## src/rtl/dcache_wr_buffer_if.sv

```systemverilog
// Request/ready write port shared by the dcache push side and the bridge drain side.
// The master drives the payload and request; the slave answers with ready.
interface dcache_wr_buffer_if #(
  parameter int unsigned LINE_WIDTH = 128
) ();
  logic                  req;
  logic [2:0]            wr_type;
  logic [31:0]           addr;
  logic [3:0]            wstrb;
  logic [LINE_WIDTH-1:0] data;
  logic                  rdy;

  modport master (output req, wr_type, addr, wstrb, data, input rdy);
  modport slave  (input req, wr_type, addr, wstrb, data, output rdy);
endinterface

```

## src/rtl/dcache_wr_buffer.sv

```systemverilog
// In-order write-back queue between the data cache and the AXI bridge write port.
// Absorbs evictions/uncached stores and flags reads that target a still-queued line.
module dcache_wr_buffer #(
  parameter int unsigned DEPTH        = 4,
  parameter int unsigned LINE_WIDTH   = 128,
  parameter int unsigned OFFSET_WIDTH = 4
) (
  input  logic                         clk,
  input  logic                         reset,
  dcache_wr_buffer_if.slave            in_wr,
  dcache_wr_buffer_if.master           out_wr,
  input  logic                         bridge_idle,
  input  logic [31:0]                  query_addr,
  output logic                         query_hit,
  output logic [$clog2(DEPTH):0]       count,
  output logic                         empty
);
  localparam int unsigned PW    = $clog2(DEPTH);
  localparam int unsigned CW    = PW + 1;
  localparam int unsigned TAG_W = 32 - OFFSET_WIDTH;

  typedef struct packed {
    logic [2:0]            wr_type;
    logic [31:0]           addr;
    logic [3:0]            wstrb;
    logic [LINE_WIDTH-1:0] data;
  } entry_t;

  entry_t            r_mem [DEPTH];
  logic [DEPTH-1:0]  r_valid;
  logic [PW-1:0]     r_head;
  logic [PW-1:0]     r_tail;
  logic [CW-1:0]     r_count;

  logic              w_push;
  logic              w_pop;
  logic              w_hit;
  entry_t            w_head_entry;

  assign in_wr.rdy     = (r_count != CW'(DEPTH));
  assign w_push        = in_wr.req & in_wr.rdy;
  assign w_head_entry  = r_mem[r_head];
  assign out_wr.req    = r_valid[r_head];
  assign out_wr.wr_type = w_head_entry.wr_type;
  assign out_wr.addr   = w_head_entry.addr;
  assign out_wr.wstrb  = w_head_entry.wstrb;
  assign out_wr.data   = w_head_entry.data;
  assign w_pop         = out_wr.req & out_wr.rdy;
  assign count         = r_count;
  assign empty         = (r_count == '0) & bridge_idle;
  assign query_hit     = w_hit;

  // Payload storage carries no reset; validity is tracked separately.
  always_ff @(posedge clk) begin
    if (w_push) begin
      r_mem[r_tail] <= '{wr_type: in_wr.wr_type, addr: in_wr.addr,
                         wstrb: in_wr.wstrb, data: in_wr.data};
    end
  end

  always_ff @(posedge clk) begin
    if (reset) begin
      r_valid <= '0;
      r_head  <= '0;
      r_tail  <= '0;
      r_count <= '0;
    end else begin
      if (w_push) begin
        r_valid[r_tail] <= 1'b1;
        r_tail          <= r_tail + PW'(1);
      end
      if (w_pop) begin
        r_valid[r_head] <= 1'b0;
        r_head          <= r_head + PW'(1);
      end
      case ({w_push, w_pop})
        2'b10:   r_count <= r_count + CW'(1);
        2'b01:   r_count <= r_count - CW'(1);
        default: r_count <= r_count;
      endcase
    end
  end

  // Line-granular match against every queued entry plus the push in flight.
  always_comb begin
    w_hit = 1'b0;
    for (int i = 0; i < DEPTH; i++) begin
      if (r_valid[i] &&
          (r_mem[i].addr[31:OFFSET_WIDTH] == query_addr[31:OFFSET_WIDTH])) begin
        w_hit = 1'b1;
      end
    end
    if (w_push && (in_wr.addr[31:OFFSET_WIDTH] == query_addr[31:OFFSET_WIDTH])) begin
      w_hit = 1'b1;
    end
  end

  logic [TAG_W-1:0] w_unused_tag_width;
  assign w_unused_tag_width = '0;
endmodule

```

## src/flat_wrapper.sv

```systemverilog
// flat-port wrapper written by rule: the top's interface ports become plain ports
module dcache_wr_buffer_flat 
#(
  parameter int unsigned DEPTH        = 4,
  parameter int unsigned LINE_WIDTH   = 128,
  parameter int unsigned OFFSET_WIDTH = 4
)
  (clk, reset, bridge_idle, query_addr, query_hit, count, empty, in_wr_req, in_wr_wr_type, in_wr_addr, in_wr_wstrb, in_wr_data, in_wr_rdy, out_wr_req, out_wr_wr_type, out_wr_addr, out_wr_wstrb, out_wr_data, out_wr_rdy);
  dcache_wr_buffer_if #(.LINE_WIDTH(LINE_WIDTH)) in_wr_i ();
  dcache_wr_buffer_if #(.LINE_WIDTH(LINE_WIDTH)) out_wr_i ();
  input  logic clk;
  input  logic reset;
  input  logic bridge_idle;
  input  logic [31:0] query_addr;
  output logic query_hit;
  output logic [$clog2(DEPTH):0] count;
  output logic empty;
  input wire logic [$bits(in_wr_i.req)-1:0] in_wr_req;
  input wire logic [$bits(in_wr_i.wr_type)-1:0] in_wr_wr_type;
  input wire logic [$bits(in_wr_i.addr)-1:0] in_wr_addr;
  input wire logic [$bits(in_wr_i.wstrb)-1:0] in_wr_wstrb;
  input wire logic [$bits(in_wr_i.data)-1:0] in_wr_data;
  output wire logic [$bits(in_wr_i.rdy)-1:0] in_wr_rdy;
  output wire logic [$bits(out_wr_i.req)-1:0] out_wr_req;
  output wire logic [$bits(out_wr_i.wr_type)-1:0] out_wr_wr_type;
  output wire logic [$bits(out_wr_i.addr)-1:0] out_wr_addr;
  output wire logic [$bits(out_wr_i.wstrb)-1:0] out_wr_wstrb;
  output wire logic [$bits(out_wr_i.data)-1:0] out_wr_data;
  input wire logic [$bits(out_wr_i.rdy)-1:0] out_wr_rdy;
  assign in_wr_i.req = in_wr_req;
  assign in_wr_i.wr_type = in_wr_wr_type;
  assign in_wr_i.addr = in_wr_addr;
  assign in_wr_i.wstrb = in_wr_wstrb;
  assign in_wr_i.data = in_wr_data;
  assign in_wr_rdy = in_wr_i.rdy;
  assign out_wr_req = out_wr_i.req;
  assign out_wr_wr_type = out_wr_i.wr_type;
  assign out_wr_addr = out_wr_i.addr;
  assign out_wr_wstrb = out_wr_i.wstrb;
  assign out_wr_data = out_wr_i.data;
  assign out_wr_i.rdy = out_wr_rdy;
  dcache_wr_buffer #(.DEPTH(DEPTH), .LINE_WIDTH(LINE_WIDTH), .OFFSET_WIDTH(OFFSET_WIDTH)) u_core (.clk(clk), .reset(reset), .in_wr(in_wr_i), .out_wr(out_wr_i), .bridge_idle(bridge_idle), .query_addr(query_addr), .query_hit(query_hit), .count(count), .empty(empty));
endmodule
```

## config.mk

```make
export PLATFORM = sky130hd
export DESIGN_NAME = dcache_wr_buffer_flat
export DESIGN_NICKNAME = d
export VERILOG_FILES = /design/src/rtl/dcache_wr_buffer_if.sv /design/src/rtl/dcache_wr_buffer.sv /design/src/flat_wrapper.sv
export SDC_FILE = /design/constraint.sdc
export NUM_CORES = 1
export LEC_CHECK = 0
export ABC_AREA = 1
export ABC_CLOCK_PERIOD_IN_PS = 10000
export CORE_MARGIN = 3
export CORE_UTILIZATION = 50
export CTS_CLUSTER_DIAMETER = 80
export DETAILED_ROUTE_END_ITERATION = 10
export PLACE_DENSITY = 0.77
export REMOVE_ABC_BUFFERS = 1
export SLEW_MARGIN = 20
export SYNTH_ARGS = -nofsm -noshare
export SYNTH_HDL_FRONTEND = slang
export SYNTH_SLANG_ARGS = --single-unit
```

## constraint.sdc

```tcl
create_clock -name clk -period 10 [get_ports clk]
set_input_delay 2 -clock clk [delete_from_list [all_inputs] [get_ports clk]]
set_output_delay 2 -clock clk [all_outputs]
set_load 0.005 [all_outputs]
```

==> out/results.ini <==
[synthesis]
ys_types = 29
synth_top_area_frac = 0.731
synth_area_mm2 = 0.0274
syn_inst = 2226
synth_area_per_cell_um2 = 12.3
yosys_register_bits = 681
synth_top_area_cell = edfxtp_1
synthTopCellsByArea = edfxtp_1 (73%), nor2_1 (5.4%), o21ai_0 (4.1%)
yosysSeqAreaShare = 0.740
ys_warn_count = 0

[finish]
areaGrowthSynthToFinish_pct = 24.2
final_cell_mix = edfxtp_1 (668), nor2_1 (394), clkdlybuf4s50_1 (373)
drive_gt1_frac = 0.0624
fill_cells = 3967
fin_area_mm2 = 0.0341
nets = 2788
layout_commonest_cell = edfxtp_1

[sta]
relSlewSlack = 0.233
maxSlewViolCount = 0
period_needed_ps = 6140
setup_slack_ps = 3860
worst_pin_slew_ps = 1150
hold_ws_ps = 527
finalSetupTns_ps = 0
skew_ps = 17.1
post-route-period-util = 0.614
finalSetupViolations = 0
max_freq_mhz = 163
rsz0062_at_grt = no
hold_viol = 0

[critical_path]
worstPathRequired_ps = 8000
end_kind = primary output
crit_buf_inv = 3
path_cells = clkdlybuf4s50_1, inv_2, nand2_1, nand2_1, nor2_1, nand2_1, nor2_1, nand2_1, nor2_1, nor2_1, nand3_2, clkdlybuf4s50_1
crit_fanout = 6
cp.arrival_ps = 4140
worstSetupPathType = in2out
critPathSlowestCell = clkdlybuf4s50_1
crit_family = buffers and inverters
critPathMaxStageDelay_ps = 700
rrSetupSlack_ps = 6690
worst_setup_path_start_kind = primary input

[place]
portBuffers = 373
dpl.hpwl_um = 42800
place_worst_setup_slack_ps = 3860
gp_congestion = 0.916
place_area_mm2 = 0.0318

[power]
comb_power_share = 0.184
leakagePower_nw = 11.9
switching_share = 0.256
power.density_mw_per_mm2 = 215
p_sw_mw = 1.87
peakVddDrop_mv = 0.162
pwr-share-seq = 0.461
power.share.clock = 0.355
power.internal_mw = 5.45
power_mw = 7.33

[floorplan]
die_w_um = 240
core_area_mm2 = 0.0540
die_h_um = 240
start_util = 0.508
pin_count = 378
die_area_mm2 = 0.0577
row_count = 85

[detailed_routing]
drc = 0
ant_nets = 0
drt-pass1-iter-count = 5
drt_iter0_drc = 1797
routed_wl_um = 71500
num_vias = 19000
routedWlPerCell_um = 21.5
via_per_inst = 5.69

[clocking]
cts_buffers = 70
postCtsSetupBuffers = 0
clockBufferDepth = 3
htreeDepth = 3
clock_sink_count = 681
root_buffer = clkbuf_16
cts_tree = built
cts-hold-fix-buffers = 0
clkLatencyLatePin_ps = 600
clk_pin_slew_ps = 60
cts_resized = 0

[hold_path]
hold_class = reg2reg

[flow_run]
drv_cap = 0

[global_routing]
grt_pass1_wl_um = 106000
track_usage = 0.240
grt_pass1_vias = 18200
grt_max_degree = 215
grt_antenna_before_repair = 10
overflow = 0

[outcome]
outcome = finished, final reports clean

## power by group through the flow
stage	clock, mW	sequential, mW	combinational [mW]
4_1_cts	2.64	3.37	1.35
3_3_place_gp	0	3.42	1.31
5_1_grt	2.75	3.39	1.46
3_5_place_dp	0	3.43	1.34
2_1_floorplan	0	3.51	0.533
6_report	2.60	3.38	1.35
## area by class of cell
cell class / count / area (um^2) / area share
antenna: 6 / 15.0 / 0.000440
clock inverter: 39 / 452 / 0.0132
timing repair buffer: 392 / 3910 / 0.115
sequential: 681 / 20300 / 0.596
multi-input combinational: 1312 / 6220 / 0.182
inverter: 117 / 452 / 0.0132
tap: 696 / 871 / 0.0255
clock buffer: 87 / 1850 / 0.0542
## state kept, by name, indices dropped and copies added (netlist names), named ones only
name / flops
u_core.count: 3
u_core.r_tail: 2
u_core.r_mem: 668
u_core.r_valid: 4
u_core.r_head: 2
## cell usage after synthesis
cell type    n
clkbuf_1    70
or2_0        2
nand4_1      1
ha_1         9
fa_1         1
nand2_1    255
nor2_4       1
nand3_2      1
nand3_1      4
dfxtp_1     13
edfxtp_1   668
buf_4        5
nor3_2       1
xnor2_1     11
a21oi_1     43
nor2_1     398
nand2_2      3
xor2_1      22
o21ai_1    170
o211ai_1     5
buf_1        3
and2_1       1
nor3_1       2
buf_2       38
inv_1       85
o22ai_1    154
o21ai_0    227
nor2_2       1
inv_2       32
## cells by family after synthesis
family	after synthesis	share of synthesized area
adders and majority gates	10	0.00483
buffers and inverters	233	0.0343
xor gates and xnor gates	33	0.0105
AOI/OAI and AO/OA	599	0.117
and+or+nand+nor	670	0.0934
DFF	681	0.740
## per-stage QoR
step,util,std cells
finish,0.631,3330
floorplan,-,2110
CTS,0.631,3324
detailed placement,0.588,3198
global route,0.631,3327
global placement,0.588,3198
## layer usage
metal	GRT usage	part of all wire	vias to the layer above
met5	0	0.00095	-
met4	0.0727	0.028	10
met3	0.0663	0.092	143
met2	0.400	0.50	854
met1	0.309	0.38	9245
li1	-	-	8704
## worst paths after layout
path              startpoint                  end  cells after the start
max           query_addr[13]            query_hit                     12
min reg2reg  u_core.count[0]      u_core.count[0]                      1
min          u_core.count[0]      u_core.count[0]                      1
max reg2reg  u_core.count[0]  u_core.r_mem[3][61]                      6
Power figures use the tool's default switching activity.
